**src/rtl/reaction_stimulus_if.sv**
```systemverilog
// Pulse/status bundle between the reaction-game controller and its user.
// There is no valid/ready handshake here: start, stop and clear are
// single-cycle, already-debounced pulses that are acted on in the cycle they
// are sampled. Every output is a register, so a consumer may sample it on
// any clock edge without worrying about combinational glitches.
interface reaction_stimulus_if;
  logic        start;
  logic        stop;
  logic        clear;
  logic        stim_led;
  logic        go;
  logic        halt;
  logic        early;
  logic        timeout;
  logic [2:0]  state_o;
  logic [13:0] delay_ms;

  // Driver of the player buttons; observer of the stimulus outputs.
  modport master (
    output start, stop, clear,
    input  stim_led, go, halt, early, timeout, state_o, delay_ms
  );

  // The reaction_stimulus controller itself.
  modport slave (
    input  start, stop, clear,
    output stim_led, go, halt, early, timeout, state_o, delay_ms
  );
endinterface

```
**src/rtl/reaction_stimulus.sv**
```systemverilog
// Reaction-time stimulus controller.
// After start, waits a pseudo-random number of milliseconds (derived from a
// free-running LFSR), lights the stimulus LED and pulses go, then waits for
// stop or a timeout and pulses halt. A stop before the LED lights is a cheat.
// state_o exposes the FSM state directly for observation.
module reaction_stimulus #(
  parameter int TICK_DIV   = 100000,
  parameter int MIN_MS     = 2000,
  parameter int STEP_MS    = 500,
  parameter int TIMEOUT_MS = 1000
) (
  input logic                clk,
  input logic                rst,
  reaction_stimulus_if.slave bus
);

  // State encoding is visible on state_o, so the values are fixed.
  localparam logic [2:0] S_IDLE  = 3'd0;
  localparam logic [2:0] S_WAIT  = 3'd1;
  localparam logic [2:0] S_ARMED = 3'd2;
  localparam logic [2:0] S_DONE  = 3'd3;
  localparam logic [2:0] S_CHEAT = 3'd4;

  // Prescaler width; TICK_DIV of 1 still needs a one-bit counter.
  localparam int             PW       = (TICK_DIV > 1) ? $clog2(TICK_DIV) : 1;
  localparam logic [PW-1:0]  PRE_LAST = PW'(TICK_DIV - 1);
  localparam logic [13:0]    MIN_W    = 14'(MIN_MS);
  localparam logic [13:0]    STEP_W   = 14'(STEP_MS);
  localparam logic [13:0]    TO_LAST  = 14'(TIMEOUT_MS - 1);
  // Galois taps for x^16 + x^14 + x^13 + x^11 + 1 in right-shift form.
  localparam logic [15:0]    LFSR_SEED = 16'hACE1;
  localparam logic [15:0]    LFSR_TAPS = 16'hB400;

  logic [15:0]   lfsr_q, lfsr_d;
  logic [2:0]    state_q, state_d;
  logic [PW-1:0] presc_q, presc_d;
  logic [13:0]   ms_cnt_q, ms_cnt_d;
  logic [13:0]   delay_q, delay_d;
  logic          stim_led_q, stim_led_d;
  logic          go_q, go_d;
  logic          halt_q, halt_d;
  logic          early_q, early_d;
  logic          timeout_q, timeout_d;

  logic          tick;
  logic          wait_done;
  logic          armed_expired;
  logic          timeout_event;

  // Millisecond tick on the last prescaler count; the phase ends on the
  // tick that completes the final millisecond of the programmed interval.
  assign tick          = (presc_q == PRE_LAST);
  assign wait_done     = tick && (ms_cnt_q == (delay_q - 14'd1));
  assign armed_expired = tick && (ms_cnt_q == TO_LAST);

  // LFSR advances every cycle regardless of state, so the delay chosen at
  // start depends on how long the player idled beforehand.
  always_comb begin
    lfsr_d = {1'b0, lfsr_q[15:1]};
    if (lfsr_q[0]) begin
      lfsr_d = lfsr_d ^ LFSR_TAPS;
    end
  end

  // Next state and delay latch; clear beats stop, stop beats start.
  always_comb begin
    state_d       = state_q;
    delay_d       = delay_q;
    timeout_event = 1'b0;
    if (bus.clear) begin
      state_d = S_IDLE;
      delay_d = '0;
    end else begin
      case (state_q)
        S_IDLE: begin
          // A coincident stop outranks start, and stop is a no-op here.
          if (bus.start && !bus.stop) begin
            state_d = S_WAIT;
            delay_d = MIN_W + 14'(lfsr_q[3:0]) * STEP_W;
          end
        end
        S_WAIT: begin
          if (bus.stop) begin
            state_d = S_CHEAT;
          end else if (wait_done) begin
            state_d = S_ARMED;
          end
        end
        S_ARMED: begin
          // Stop on the very tick that would time out still counts as stop.
          if (bus.stop) begin
            state_d = S_DONE;
          end else if (armed_expired) begin
            state_d       = S_DONE;
            timeout_event = 1'b1;
          end
        end
        S_DONE, S_CHEAT: begin
          state_d = state_q;
        end
        default: begin
          state_d = S_IDLE;
        end
      endcase
    end
  end

  // Prescaler and ms counter run only inside timed phases and restart on
  // every state change so each phase measures from its own entry.
  always_comb begin
    presc_d  = '0;
    ms_cnt_d = '0;
    if ((state_d == state_q) && ((state_q == S_WAIT) || (state_q == S_ARMED))) begin
      if (tick) begin
        ms_cnt_d = ms_cnt_q + 14'd1;
      end else begin
        presc_d  = presc_q + PW'(1);
        ms_cnt_d = ms_cnt_q;
      end
    end
  end

  // Output registers are loaded from the upcoming state so they line up
  // with state_o; go and halt mark the entry edges of ARMED and DONE.
  always_comb begin
    stim_led_d = (state_d == S_ARMED);
    go_d       = (state_q == S_WAIT) && (state_d == S_ARMED);
    halt_d     = (state_q == S_ARMED) && (state_d == S_DONE);
    early_d    = (state_d == S_CHEAT);
    timeout_d  = 1'b0;
    if (state_d == S_DONE) begin
      timeout_d = (state_q == S_DONE) ? timeout_q : timeout_event;
    end
  end

  // State, counters and outputs; reset aborts any trial silently.
  always_ff @(posedge clk or negedge rst) begin
    if (!rst) begin
      lfsr_q     <= LFSR_SEED;
      state_q    <= S_IDLE;
      presc_q    <= '0;
      ms_cnt_q   <= '0;
      delay_q    <= '0;
      stim_led_q <= 1'b0;
      go_q       <= 1'b0;
      halt_q     <= 1'b0;
      early_q    <= 1'b0;
      timeout_q  <= 1'b0;
    end else begin
      lfsr_q     <= lfsr_d;
      state_q    <= state_d;
      presc_q    <= presc_d;
      ms_cnt_q   <= ms_cnt_d;
      delay_q    <= delay_d;
      stim_led_q <= stim_led_d;
      go_q       <= go_d;
      halt_q     <= halt_d;
      early_q    <= early_d;
      timeout_q  <= timeout_d;
    end
  end

  assign bus.stim_led = stim_led_q;
  assign bus.go       = go_q;
  assign bus.halt     = halt_q;
  assign bus.early    = early_q;
  assign bus.timeout  = timeout_q;
  assign bus.state_o  = state_q;
  assign bus.delay_ms = delay_q;

endmodule
```
**src/flat_wrapper.sv**
```systemverilog
// flat-port wrapper written by rule: the top's interface ports become plain ports
module reaction_stimulus_flat 
#(
  parameter int TICK_DIV   = 100000,
  parameter int MIN_MS     = 2000,
  parameter int STEP_MS    = 500,
  parameter int TIMEOUT_MS = 1000
)
  (clk, rst, bus_start, bus_stop, bus_clear, bus_stim_led, bus_go, bus_halt, bus_early, bus_timeout, bus_state_o, bus_delay_ms);
  reaction_stimulus_if bus_i ();
  input logic clk;
  input logic rst;
  input wire logic [$bits(bus_i.start)-1:0] bus_start;
  input wire logic [$bits(bus_i.stop)-1:0] bus_stop;
  input wire logic [$bits(bus_i.clear)-1:0] bus_clear;
  output wire logic [$bits(bus_i.stim_led)-1:0] bus_stim_led;
  output wire logic [$bits(bus_i.go)-1:0] bus_go;
  output wire logic [$bits(bus_i.halt)-1:0] bus_halt;
  output wire logic [$bits(bus_i.early)-1:0] bus_early;
  output wire logic [$bits(bus_i.timeout)-1:0] bus_timeout;
  output wire logic [$bits(bus_i.state_o)-1:0] bus_state_o;
  output wire logic [$bits(bus_i.delay_ms)-1:0] bus_delay_ms;
  assign bus_i.start = bus_start;
  assign bus_i.stop = bus_stop;
  assign bus_i.clear = bus_clear;
  assign bus_stim_led = bus_i.stim_led;
  assign bus_go = bus_i.go;
  assign bus_halt = bus_i.halt;
  assign bus_early = bus_i.early;
  assign bus_timeout = bus_i.timeout;
  assign bus_state_o = bus_i.state_o;
  assign bus_delay_ms = bus_i.delay_ms;
  reaction_stimulus #(.TICK_DIV(TICK_DIV), .MIN_MS(MIN_MS), .STEP_MS(STEP_MS), .TIMEOUT_MS(TIMEOUT_MS)) u_core (.clk(clk), .rst(rst), .bus(bus_i));
endmodule
```
**config.mk**
```make
export PLATFORM = sky130hd
export DESIGN_NAME = reaction_stimulus_flat
export DESIGN_NICKNAME = d
export VERILOG_FILES = /design/src/rtl/reaction_stimulus_if.sv /design/src/rtl/reaction_stimulus.sv /design/src/flat_wrapper.sv
export SDC_FILE = /design/constraint.sdc
export NUM_CORES = 1
export LEC_CHECK = 0
export CORE_MARGIN = 2
export CORE_UTILIZATION = 64
export CTS_CLUSTER_SIZE = 20
export DETAILED_ROUTE_END_ITERATION = 10
export GPL_ROUTABILITY_DRIVEN = 0
export PLACE_DENSITY = 0.95
export SYNTH_ARGS = -nofsm -noshare
export SYNTH_HDL_FRONTEND = slang
export SYNTH_SLANG_ARGS = --single-unit
```
**constraint.sdc**
```tcl
create_clock -name clk -period 10.3 [get_ports clk]
set_input_delay 2.575 -clock clk [delete_from_list [all_inputs] [get_ports clk]]
set_output_delay 2.575 -clock clk [all_outputs]
set_load 0.05 [all_outputs]
```
[Word level (Yosys, flattened, before mapping)]
Cells that the tools add are included.
Storage, ports and cells
  register bits: 69
  input bits: 5
  output and inout port bits: 22
Cells by class
  $add $sub $neg: 4
  multipliers: 1
  equal/unequal tests: 13
  mux-type cells: 21
  bitwise operators: 1
  reduce and logical (&&, ||, !) cells: 13
Operator list (number)
  $mux 14: 5
  $mux 17: 2
  $mux 3: 6
  $add 17x1->17 const B: 1
  $eq 17x17->1 const B: 1
  $mux 16: 1
  $add 11x13->14 const A: 1
  $add 14x1->14 const B: 1
  $eq 14x10->1 const B: 1
  $eq 14x14->1: 1
  $sub 14x1->14 const B: 1
  $eq 3x2->1 const B: 4
  $pmux 3 s4: 1
  $mul 4x7->11 const B: 1
  $eq 3x3->1 const B: 2
  $logic_and 1x1->1: 6
  $mux 1: 6
  $not 3->4: 1
  $reduce_bool 2->1: 2
  $eq 3x1->1 const B: 1
  $eq 3x3->1: 1
  $logic_not 3->1: 1
  $ne 2x1->1 const B: 1
  $ne 2x2->1 const B: 1
  other kinds (4): 4

[Depth between registers and ports, before layout]
Gate-level depths: netlist (run 1).
  depth in word-level cells: 10
  gate-level depth with buffers: 11
  gate-level depth less buffers: 11

[Worst setup path before layout (run 1)]
Ideal clock, no wire load.
  kind: input -> register
  start: in bus_clear
  end: reg u_core.ms_cnt_q[3]
  setup time: 0.094 ns
  arrival time: 4.244 ns
  data required time: 10.206 ns
  slack: 5.962 ns
  stages on the path: 8
  buffers on the path: 3
  cells stage by stage: clkbuf_1 -> nand2b_1 -> or2_2 -> or3_1 -> clkbuf_1 -> and2b_1 -> buf_2 -> a211oi_1
Between the ends
  cells in the longest elaborated chain, start to end: 4
  elaborated cells between the ends (all ways): 5
Ends and longest elaborated chain
  start, declared: RTL line flat_wrapper.sv:15  | input wire logic [$bits(bus_i.clear)-1:0] bus_clear;
  $mux 3 (*): RTL line reaction_stimulus.sv:70  | if (bus.clear) begin
  $eq 3x3->1 (*): RTL line reaction_stimulus.sv:113  | if ((state_d == state_q) && ((state_q == S_WAIT) || (state_q == S_ARMED))) begin
  $logic_and 1x1->1 (*): RTL line reaction_stimulus.sv:113
  $ne 2x1->1 (no line) or $mux 14 (tied branches)
  end signal, assigned: RTL line reaction_stimulus.sv:153  | ms_cnt_q <= ms_cnt_d;
  end, declared: RTL line reaction_stimulus.sv:37  | logic [13:0] ms_cnt_q, ms_cnt_d;
Mark *: on every way between the ends. The rest lies on a longest branch, timed or not.
A chain may end at the register's enable or synchronous reset.

[Worst setup path in the final report (run 1)]
  start: in bus_clear
  end: reg u_core.ms_cnt_q[4]
The elaborated chain is that of the path after synthesis.

==> flow_summary.json, run 1 <==
{
  "synth_cell_type_count": 63,
  "irDropWorstVdd_mv": 0.1101,
  "status": "complete, no violations",
  "synthXorXnorAreaFrac_pct": 10.15,
  "hold_slack_ns": 0.3469,
  "detail_route.vias_per_cell": 6.227,
  "synth_warnings": 0,
  "clock_pin_slew_reported_for_the_worst_setup_and_hold_paths_after_clock_tree_synthesis_ns": 0.08,
  "grt_start_max_net_pins": 68,
  "cellPowerDensity_mw_per_mm2": 122.4,
  "crit_start": "bus_clear",
  "wl_mm": 8.738,
  "num_vias": 3263,
  "p_leak_nw": 1.939,
  "post-route-min-period_ns": 5.367,
  "ys.flop_type": "dfrtp_1",
  "ys_async_sr_fraction_pct": 100.0,
  "timing.critical_path.arrival_ns": 5.61,
  "adder_and_majority_gate_portion_of_the_synthesized_area_pct": 8.819,
  "area.sequential_sq_mm": 0.001687,
  "critPathLaunchType": "input pin",
  "setup_viol": 0,
  "syn2layout_area_growth_pct": 11.78,
  "dominant_combinational_cell_family_by_area_after_synthesis": "simple AND/OR/NAND/NOR gates",
  "synth-compound-area-share_pct": 12.23,
  "unrepaired_setup_endpoints_after_global_routing": "no",
  "multi_input_area_sq_mm": 0.002291,
  "critical_path_class": "input pin to flop",
  "design_area_sq_mm": 0.004631,
  "fmax_mhz": 186.3,
  "finalClockSkew_ns": 0.009955,
  "cts.root.buffer_cell": "clkbuf_8",
  "std_cell_rows": 29,
  "avgSynthCellArea_sq_um": 9.864,
  "initial_core_utilization_pct": 65.62,
  "crit_reg_reg_startpoint": "u_core.lfsr_q[1]$_DFF_PN0_",
  "worstPathRequired_ns": 10.55,
  "antenna_violating_nets_remaining": 0,
  "tritoncts": "done",
  "slew-limit-headroom_pct": 31.57,
  "cts_setup_buffers": 0,
  "placed_area_sq_mm": 0.004403,
  "max-cap-violations": 0,
  "totalNegativeSetupSlack_ns": 0,
  "synth_edf_count": 0,
  "insertion_delay_ns": 0.35,
  "final_util_pct": 73.35,
  "tritoncts.num_buffers": 9,
  "wire_length_of_the_first_global_routing_pass_mm": 15.26,
  "first_pass_iters": 5,
  "first_global_vias": 3233,
  "hpwl_after_detailed_placement_mm": 6.374,
  "clock_path_buffers": 2,
  "final_report_max_slew_violation_count": 0,
  "synth-seq-cells": 67,
  "final_hold_violation_count": 0,
  "i_o_buffers": 24,
  "n_fill_cell": 432,
  "antennaDiodeCount": 0,
  "initialDrtViolationCount": 225,
  "design.final.nets": 472,
  "worst_setup_path_end_kind": "flop",
  "detail_route.drc_violations": 0,
  "floorplan.die.width_um": 84.46,
  "htree_num_levels": 3,
  "initial_antenna_violation_count": 0,
  "synth_cells": 420,
  "hold_path.startpoint": "u_core.lfsr_q[9]$_DFF_PN0_",
  "top_level_ports": 27,
  "gr-total-overflow": 0,
  "yosys.area_share.simple_pct": 22.68,
  "final_min_period_over_clock_period_pct": 52.11,
  "post_route_cells_drive_above_1_share_pct": 11.19,
  "synth.area.mux_share_pct": 1.238,
  "number_of_cells_in_the_finished_layout_apart_from_fillers": 524,
  "die_area_sq_mm": 0.007133,
  "clock-sinks": 67,
  "die_y_um": 84.46,
  "cts_repair_resize_count": 0,
  "synth.yosys.seq_area_share_pct": 40.71,
  "cp_max_fo": 23,
  "cts_hold_buf": 0,
  "gr-usage-all-layers_pct": 26.64,
  "worstMarginPinSlew_ns": 1.019,
  "min-delay-path-class": "flop to flop",
  "placed_cells": 508,
  "wire_per_inst_um": 16.68,
  "synthesis.area_sq_mm": 0.004143,
  "core-area_sq_mm": 0.006314
}
## stage by stage
stage,setup slack (ns),power (mW)
final,4.933,0.5669
after global routing,4.777,0.5862
after CTS,4.970,0.5693
after detailed placement,4.594,0.3246
after global placement,4.734,0.3226
after floorplan,5.962,0.3088
## cell usage after synthesis (2+ instances only)
cell type / number / area (sq um)
a2111oi_0: 2 / 17.52
a211oi_1: 13 / 97.59
a211oi_2: 9 / 112.6
a21boi_0: 2 / 15.01
a21oi_1: 9 / 45.04
a31oi_1: 4 / 25.02
and2_1: 4 / 25.02
and3_1: 7 / 43.79
and3b_1: 2 / 17.52
and4_1: 3 / 26.28
buf_2: 3 / 15.01
buf_4: 2 / 15.01
buf_6: 2 / 22.52
clkbuf_1: 7 / 26.28
dfrtp_1: 59 / 1476
dfstp_2: 8 / 210.2
fa_1: 7 / 140.1
ha_1: 18 / 225.2
inv_1: 23 / 86.33
mux2i_1: 4 / 40.04
nand2_1: 32 / 120.1
nand2b_1: 4 / 25.02
nand3_1: 17 / 85.08
nand3b_1: 2 / 15.01
nand4_1: 8 / 50.05
nor2_1: 46 / 172.7
nor2b_1: 5 / 31.28
nor3_1: 17 / 85.08
nor4_2: 2 / 25.02
nor4_4: 2 / 42.54
nor4b_1: 5 / 43.79
o211ai_1: 2 / 15.01
o21a_1: 3 / 22.52
o21ai_0: 5 / 25.02
o22ai_1: 2 / 12.51
o311ai_0: 2 / 17.52
or2_2: 4 / 25.02
or3_1: 3 / 18.77
xnor2_1: 25 / 219.0
xor2_1: 23 / 201.4
## placed cells by master, fill, tap and decap left out, types with 8 or more instances in the layout
master and instances:
a211oi_1 13, a211oi_2 9, a21oi_1 9, clkbuf_8 10, clkdlybuf4s50_1 23, dfrtp_1 59
dfstp_2 8, ha_1 18, inv_1 23, nand2_1 32, nand3_1 17, nand4_1 8
nor2_1 46, nor3_1 17, xnor2_1 25, xor2_1 23
## state kept, by name, indices dropped and copies added, names as in the netlist
name / flops
u_core.presc_q: 17
u_core.bus.delay_ms: 12
u_core.bus.state_o: 3
u_core.lfsr_q: 16
u_core.bus.stim_led: 1
u_core.bus.go: 1
u_core.bus.timeout: 1
u_core.bus.early: 1
u_core.bus.halt: 1
u_core.ms_cnt_q: 14
## layer usage
metal,wire (um),GRT usage [%],vias to the layer above
li1,-,-,1522
met1,3613,32.97,1617
met2,4481,45.82,98
met3,420,5.900,26
met4,223,10.10,0
met5,0,0,-
## critical path, cell delays in order
cell	delay, ns
clkdlybuf4s50_1	0.72
nand2b_1	0.33
or2_2	0.31
or3_1	0.63
and2b_1	0.64
a211oi_1	0.39
## path summary, 6_finish.rpt
check / end / slack, ns / depth (start not counted)
max: u_core.ms_cnt_q[4]$_DFFE_PN0P_ / 4.93 / 6
min: u_core.lfsr_q[8]$_DFF_PN0_ / 0.35 / 0
max reg2reg: u_core.bus.delay_ms[11]$_DFFE_PN0P_ / 6.49 / 11
min reg2reg: u_core.lfsr_q[8]$_DFF_PN0_ / 0.35 / 0
max in group asynchronous: u_core.bus.delay_ms[13]$_DFFE_PN0P_ / 7.37 / 2
min in group asynchronous: u_core.presc_q[10]$_DFF_PN0_ / 2.39 / 2
## where the power goes
part           internal, mW  switching [mW]
clock                 0.144           0.103
sequential            0.265         0.00514
combinational        0.0168          0.0324
total                 0.426           0.140
## cell type report
type                            instances  area share, %
Sequential cell                        67          36.42
Tap cell                               77          2.081
Clock buffer                           11          3.053
Inverter                               23          1.864
Clock inverter                          5          1.864
Multi-Input combinational cell        316          49.47
Timing Repair Buffer                   25          5.242
## kinds of logic after synthesis
family,after synthesis
buffers and inverters,38
AOI/OAI and AO/OA,64
xor gates and xnor gates,48
DFF,67
other,1
muxes,5
and+or+nand+nor,172
adders and majority gates,25
Power figures use the tool's default switching activity.
==> run 2: changes to the inputs <==
- CORE_UTILIZATION: 64 -> 54
- PLACE_DENSITY: 0.95 -> 0.87
- clock period: 10.3 -> 4.53 ns (I/O delays scaled with it)
==> run 2 against run 1 <==
Effect of this change:
- count of clock-buffer cells in the layout down 1
- largest cell class unchanged
- utilization fell by 10 points
- via count is 1.1% lower
- combinational power increased by 130%
- die area increased by 18%
- setup slack got worse by 4.2 ns
==> flow_summary.json, run 2 (same netlist as run 1, synthesis figures left out) <==
{
  "first_pass_iters": 5,
  "clock_path_buffers": 2,
  "design.final.nets": 474,
  "crit_start": "u_core.lfsr_q[1]$_DFF_PN0_",
  "crit_reg_reg_startpoint": "u_core.lfsr_q[1]$_DFF_PN0_",
  "slew-limit-headroom_pct": 32.36,
  "gr-usage-all-layers_pct": 21.86,
  "initial_antenna_violation_count": 0,
  "first_global_vias": 3221,
  "critPathLaunchType": "flop",
  "detail_route.drc_violations": 0,
  "fmax_mhz": 260.7,
  "p_leak_nw": 1.921,
  "tritoncts.num_buffers": 9,
  "timing.critical_path.arrival_ns": 4.06,
  "detail_route.vias_per_cell": 5.887,
  "cp.buffers_inverters": 2,
  "final_util_pct": 62.98,
  "insertion_delay_ns": 0.34,
  "reg_top3": "u_core.presc_q x17, u_core.lfsr_q x16, u_core.ms_cnt_q x14",
  "htree_num_levels": 3,
  "antenna_violating_nets_remaining": 0,
  "antennaDiodeCount": 0,
  "cellPowerDensity_mw_per_mm2": 250.5,
  "final_report_max_slew_violation_count": 0,
  "family_with_the_most_delay_on_the_worst_path": "adder cells",
  "hpwl_after_detailed_placement_mm": 6.313,
  "gr-total-overflow": 0,
  "status": "complete, no violations",
  "layout_common_cells": "dfrtp_1, nor2_1, nand2_1",
  "cts_setup_buffers": 0,
  "final_hold_violation_count": 0,
  "worstMarginPinSlew_ns": 1.007,
  "reg2reg_to": "u_core.bus.delay_ms[13]$_DFFE_PN0P_",
  "floorplan.die.width_um": 91.59,
  "cts.root.buffer_cell": "clkbuf_8",
  "max-cap-violations": 0,
  "placement_stage_worst_setup_slack_ns": 0.6932,
  "hold_path_depth": 0,
  "min-delay-path-class": "flop to flop",
  "min_delay_worst_endpoint": "u_core.lfsr_q[5]$_DFF_PN1_",
  "irDropWorstVdd_mv": 0.2110,
  "hold_path.startpoint": "u_core.lfsr_q[6]$_DFF_PN1_",
  "die_area_sq_mm": 0.008389,
  "i_o_buffers": 24,
  "std_cell_rows": 31,
  "die_y_um": 91.59,
  "placed_cells": 532,
  "cp_max_fo": 8,
  "timing.reg2reg.setup_slack_ns": 0.69,
  "critical_path_class": "flop to flop",
  "setup_viol": 0,
  "top_level_ports": 27,
  "n_fill_cell": 568,
  "power_mw": 1.156,
  "clock-sinks": 67,
  "critPathMaxStageDelay_ns": 0.74,
  "cts_repair_resize_count": 0,
  "timing.critical_path.cells": "fa_1 > inv_1 > fa_1 > inv_1 > ha_1 > nand3_1 > a21boi_0 > o211ai_1 > a2111oi_0 > nor3_1 > a32o_1",
  "post_route_cells_drive_above_1_share_pct": 11.58,
  "num_vias": 3226,
  "initialDrtViolationCount": 205,
  "cts_hold_buf": 0,
  "finalClockSkew_ns": 0.01109,
  "regMostFlops": "u_core.presc_q",
  "wire_length_of_the_first_global_routing_pass_mm": 14.92,
  "syn2layout_area_growth_pct": 11.45,
  "core-area_sq_mm": 0.007331,
  "totalNegativeSetupSlack_ns": 0,
  "crit_slowest_cell": "a2111oi_0",
  "final_min_period_over_clock_period_pct": 84.69,
  "unrepaired_setup_endpoints_after_global_routing": "no",
  "number_of_cells_in_the_finished_layout_apart_from_fillers": 548,
  "post-route-min-period_ns": 3.836,
  "final.setup.worst_slack_ns": 0.6936,
  "worstPathRequired_ns": 4.75,
  "tritoncts": "done",
  "leading_cell_type_in_the_layout_fill_and_taps_excluded": "dfrtp_1",
  "largest_reg_flops": 17,
  "worst_setup_path_end_kind": "flop",
  "grt_start_max_net_pins": 46,
  "wire_per_inst_um": 15.60,
  "worstRegToRegCells": 11,
  "initial_core_utilization_pct": 56.51,
  "wl_mm": 8.551,
  "clock_pin_slew_reported_for_the_worst_setup_and_hold_paths_after_clock_tree_synthesis_ns": 0.07
}
-- run 2: layout make-up --
class,count,area (sq um),area share [%]
timing repair buffer,27,257.7,5.583
sequential,67,1687,36.53
inverter,23,86.33,1.870
tap,99,123.9,2.683
clock buffer,10,127.6,2.764
multi-input combinational,316,2291,49.62
clock inverter,6,43.79,0.9485
-- run 2: through the flow --
step | hold WS (ns) | cell area [sq um]
after floorplan | 0.3312 | 4146
after global placement | 0.3381 | 4446
after detailed placement | 0.3357 | 4446
after CTS | 0.3607 | 4617
after global routing | 0.3614 | 4617
final | 0.3575 | 4617
-- run 2: worst max path at each step --
stage                                           to  slack (ns)  cells past startpoint
4_1_cts        u_core.bus.delay_ms[11]$_DFFE_PN0P_        0.66                     11
6_report       u_core.bus.delay_ms[13]$_DFFE_PN0P_        0.69                     11
3_3_place_gp   u_core.bus.delay_ms[13]$_DFFE_PN0P_        0.92                     11
5_1_grt        u_core.bus.delay_ms[11]$_DFFE_PN0P_        0.38                     11
3_5_place_dp   u_core.bus.delay_ms[11]$_DFFE_PN0P_        0.69                     11
2_1_floorplan  u_core.bus.delay_ms[13]$_DFFE_PN0P_        1.09                     11
-- run 2: routing by layer --
layer / up-vias / track usage (%) / routed length (um)
met5: - / 0 / 0
met4: 0 / 6.061 / 94
li1: 1530 / - / -
met1: 1579 / 27.96 / 3701
met3: 10 / 4.979 / 432
met2: 107 / 37.13 / 4322
-- run 2: where the power goes --
part,total (mW),internal [mW],switching [mW]
Clock,0.430,0.199,0.230
Combinational,0.111,0.0388,0.0726
Sequential,0.615,0.603,0.0120
Total,1.16,0.841,0.315
==> run 3: changes to the inputs <==
- clock period: 4.53 -> 3.1 ns (I/O delays scaled with it)
==> run 3 against run 2 <==
Effect of this change:
- the run now ends with setup timing left
- clock skew down 0.0032 ns
- via count up 4.2%
- sequential share of layout area down 2.7 points
- clock power up 52%
- routed wire length up 8.7%
- combinational power up 54%
- cell area up 8.1%
- critical endpoint is now u_core.bus.delay_ms[11]$_DFFE_PN0P_
==> flow_summary.json, run 3 (same netlist as run 1, synthesis figures left out) <==
{
  "cp_max_fo": 5,
  "slew-limit-headroom_pct": 48.87,
  "initial_core_utilization_pct": 56.51,
  "share_comb_of_total_power_pct": 9.9,
  "irDropWorstVdd_mv": 0.3275,
  "finalClockSkew_ns": 0.007843,
  "htree_num_levels": 3,
  "first_pass_iters": 5,
  "endpoint": "u_core.bus.delay_ms[11]$_DFFE_PN0P_",
  "wire_length_of_the_first_global_routing_pass_mm": 15.79,
  "p_leak_nw": 2.096,
  "reg_top3": "u_core.presc_q x17, u_core.lfsr_q x16, u_core.ms_cnt_q x14",
  "grt_start_max_net_pins": 31,
  "floorplan.die.width_um": 91.59,
  "cellPowerDensity_mw_per_mm2": 345.6,
  "min-delay-path-class": "flop to flop",
  "syn2layout_area_growth_pct": 20.48,
  "tritoncts": "done",
  "gr-total-overflow": 0,
  "tritoncts.num_buffers": 9,
  "worstMarginPinSlew_ns": 0.7562,
  "reg2reg_to": "u_core.bus.delay_ms[11]$_DFFE_PN0P_",
  "top_level_ports": 27,
  "number_of_cells_in_the_finished_layout_apart_from_fillers": 578,
  "power_switching_share_pct": 28.32,
  "die_area_sq_mm": 0.008389,
  "cts_hold_buf": 0,
  "std_cell_rows": 31,
  "crit_start": "u_core.lfsr_q[3]$_DFF_PN0_",
  "post_route_cells_drive_above_1_share_pct": 20.88,
  "final_report_max_slew_violation_count": 0,
  "antenna_violating_nets_remaining": 0,
  "fmax_mhz": 299.0,
  "gr-usage-all-layers_pct": 23.27,
  "placed_cells": 554,
  "initialDrtViolationCount": 174,
  "die_y_um": 91.59,
  "timing.critical_path.arrival_ns": 3.58,
  "i_o_buffers": 24,
  "final.setup.worst_slack_ns": -0.2450,
  "clock_pin_slew_reported_for_the_worst_setup_and_hold_paths_after_clock_tree_synthesis_ns": 0.07,
  "cell_internal_pwr_mw": 1.237,
  "cts.root.buffer_cell": "clkbuf_8",
  "worst_setup_path_end_kind": "flop",
  "switchingPower_mw": 0.4886,
  "hpwl_after_detailed_placement_mm": 6.658,
  "detail_route.drc_violations": 0,
  "num_vias": 3361,
  "largest_reg_flops": 17,
  "clock_path_buffers": 2,
  "design.final.nets": 504,
  "insertion_delay_ns": 0.35,
  "clock-sinks": 67,
  "detail_route.vias_per_cell": 5.815,
  "final_min_period_over_clock_period_pct": 107.9,
  "initial_antenna_violation_count": 0,
  "core-area_sq_mm": 0.007331,
  "antennaDiodeCount": 0,
  "wire_per_inst_um": 16.08,
  "crit_reg_reg_startpoint": "u_core.lfsr_q[3]$_DFF_PN0_",
  "setup_viol": 5,
  "critPathLaunchType": "flop",
  "worstPathRequired_ns": 3.33,
  "failed_checks": "setup timing",
  "unrepaired_setup_endpoints_after_global_routing": "yes",
  "layout_common_cells": "dfrtp_1, nor2_1, nand2_1",
  "final_hold_violation_count": 0,
  "worstRegToRegCells": 11,
  "status": "finished, violations left",
  "timing.reg2reg.setup_slack_ns": -0.24,
  "totalNegativeSetupSlack_ns": -0.9812,
  "critical_path_class": "flop to flop",
  "clock_power_share_pct": 38.0,
  "wl_mm": 9.292,
  "regMostFlops": "u_core.presc_q",
  "leading_cell_type_in_the_layout_fill_and_taps_excluded": "dfrtp_1",
  "post-route-min-period_ns": 3.345,
  "max-cap-violations": 0,
  "first_global_vias": 3391,
  "power_frac_seq_pct": 52.1
}
-- run 3: cell count changes in the layout (fill, tap and decap cells not counted), sizes merged --
cell and delta:
clkbuf -1, buf +30, clkinv -2, inv +2, clkinvlp +1
-- run 3: worst min-delay path by stage --
| stage | depth (start not counted) | to | start | slack, ns |
|---|---|---|---|---|
| floorplan | 0 | u_core.lfsr_q[3]$_DFF_PN0_ | u_core.lfsr_q[4]$_DFF_PN0_ | 0.33 |
| CTS | 0 | u_core.lfsr_q[11]$_DFF_PN1_ | u_core.lfsr_q[12]$_DFF_PN0_ | 0.36 |
| finish | 0 | u_core.lfsr_q[11]$_DFF_PN1_ | u_core.lfsr_q[12]$_DFF_PN0_ | 0.36 |
| global route | 0 | u_core.lfsr_q[11]$_DFF_PN1_ | u_core.lfsr_q[12]$_DFF_PN0_ | 0.36 |
| global placement | 0 | u_core.lfsr_q[11]$_DFF_PN1_ | u_core.lfsr_q[12]$_DFF_PN0_ | 0.34 |
| detailed placement | 0 | u_core.lfsr_q[3]$_DFF_PN0_ | u_core.lfsr_q[4]$_DFF_PN0_ | 0.34 |
-- run 3: repair_timing --
| action | in CTS | in global routing |
|---|---|---|
| endpoints found under the setup margin | 5 | 19 |
| pin swaps | 9 | 13 |
| setup buffers | 3 | 5 |
| gates resized for setup | 6 | 5 |
-- run 3: layer usage --
layer	vias to the layer above	track usage (%)	wire, um
li1	1592	-	-
met1	1643	28.63	3959
met2	98	40.01	4675
met3	28	5.311	400
met4	0	8.081	257
met5	-	0	0
-- run 3: final cells by class --
type                            count  area (sq um)
Multi-Input combinational cell    316          2410
Fill cell                         534          2340
Sequential cell                    67          1688
Timing Repair Buffer               57         508.0
Clock buffer                        9         123.9
Tap cell                           99         123.9
Inverter                           23         86.33
Clock inverter                      7         51.30
-- run 3: worst max-delay path, stage by stage (launching register included) --
cell	delay, ns
dfrtp_2	0.42
fa_1	0.50
buf_4	0.15
buf_4	0.13
fa_1	0.48
ha_4	0.31
a21boi_2	0.17
o211ai_1	0.15
buf_4	0.18
a2111oi_4	0.42
xnor2_1	0.12
a22o_1	0.21
-- run 3: per-stage QoR --
| step | utilization, % | total power [mW] | hold slack [ns] | cell area (sq um) | setup slack [ns] |
|---|---|---|---|---|---|
| 2_1_floorplan | - | 1.026 | 0.3311 | 4205 | -0.07059 |
| 3_3_place_gp | 63.85 | 1.080 | 0.3374 | 4681 | -0.06653 |
| 3_5_place_dp | 63.85 | 1.085 | 0.3377 | 4681 | -0.1937 |
| 4_1_cts | 66.99 | 1.739 | 0.3587 | 4911 | -0.1237 |
| 5_1_grt | 68.08 | 1.782 | 0.3608 | 4991 | -0.4034 |
| 6_report | 68.08 | 1.725 | 0.3552 | 4991 | -0.2450 |
-- run 3: power groups by stage --
stage | Combinational, mW | Sequential [mW] | Clock (mW)
CTS | 0.170 | 0.898 | 0.670
finish | 0.171 | 0.899 | 0.655
detailed placement | 0.170 | 0.915 | 0
global placement | 0.166 | 0.914 | 0
floorplan | 0.0903 | 0.936 | 0
global route | 0.186 | 0.901 | 0.695
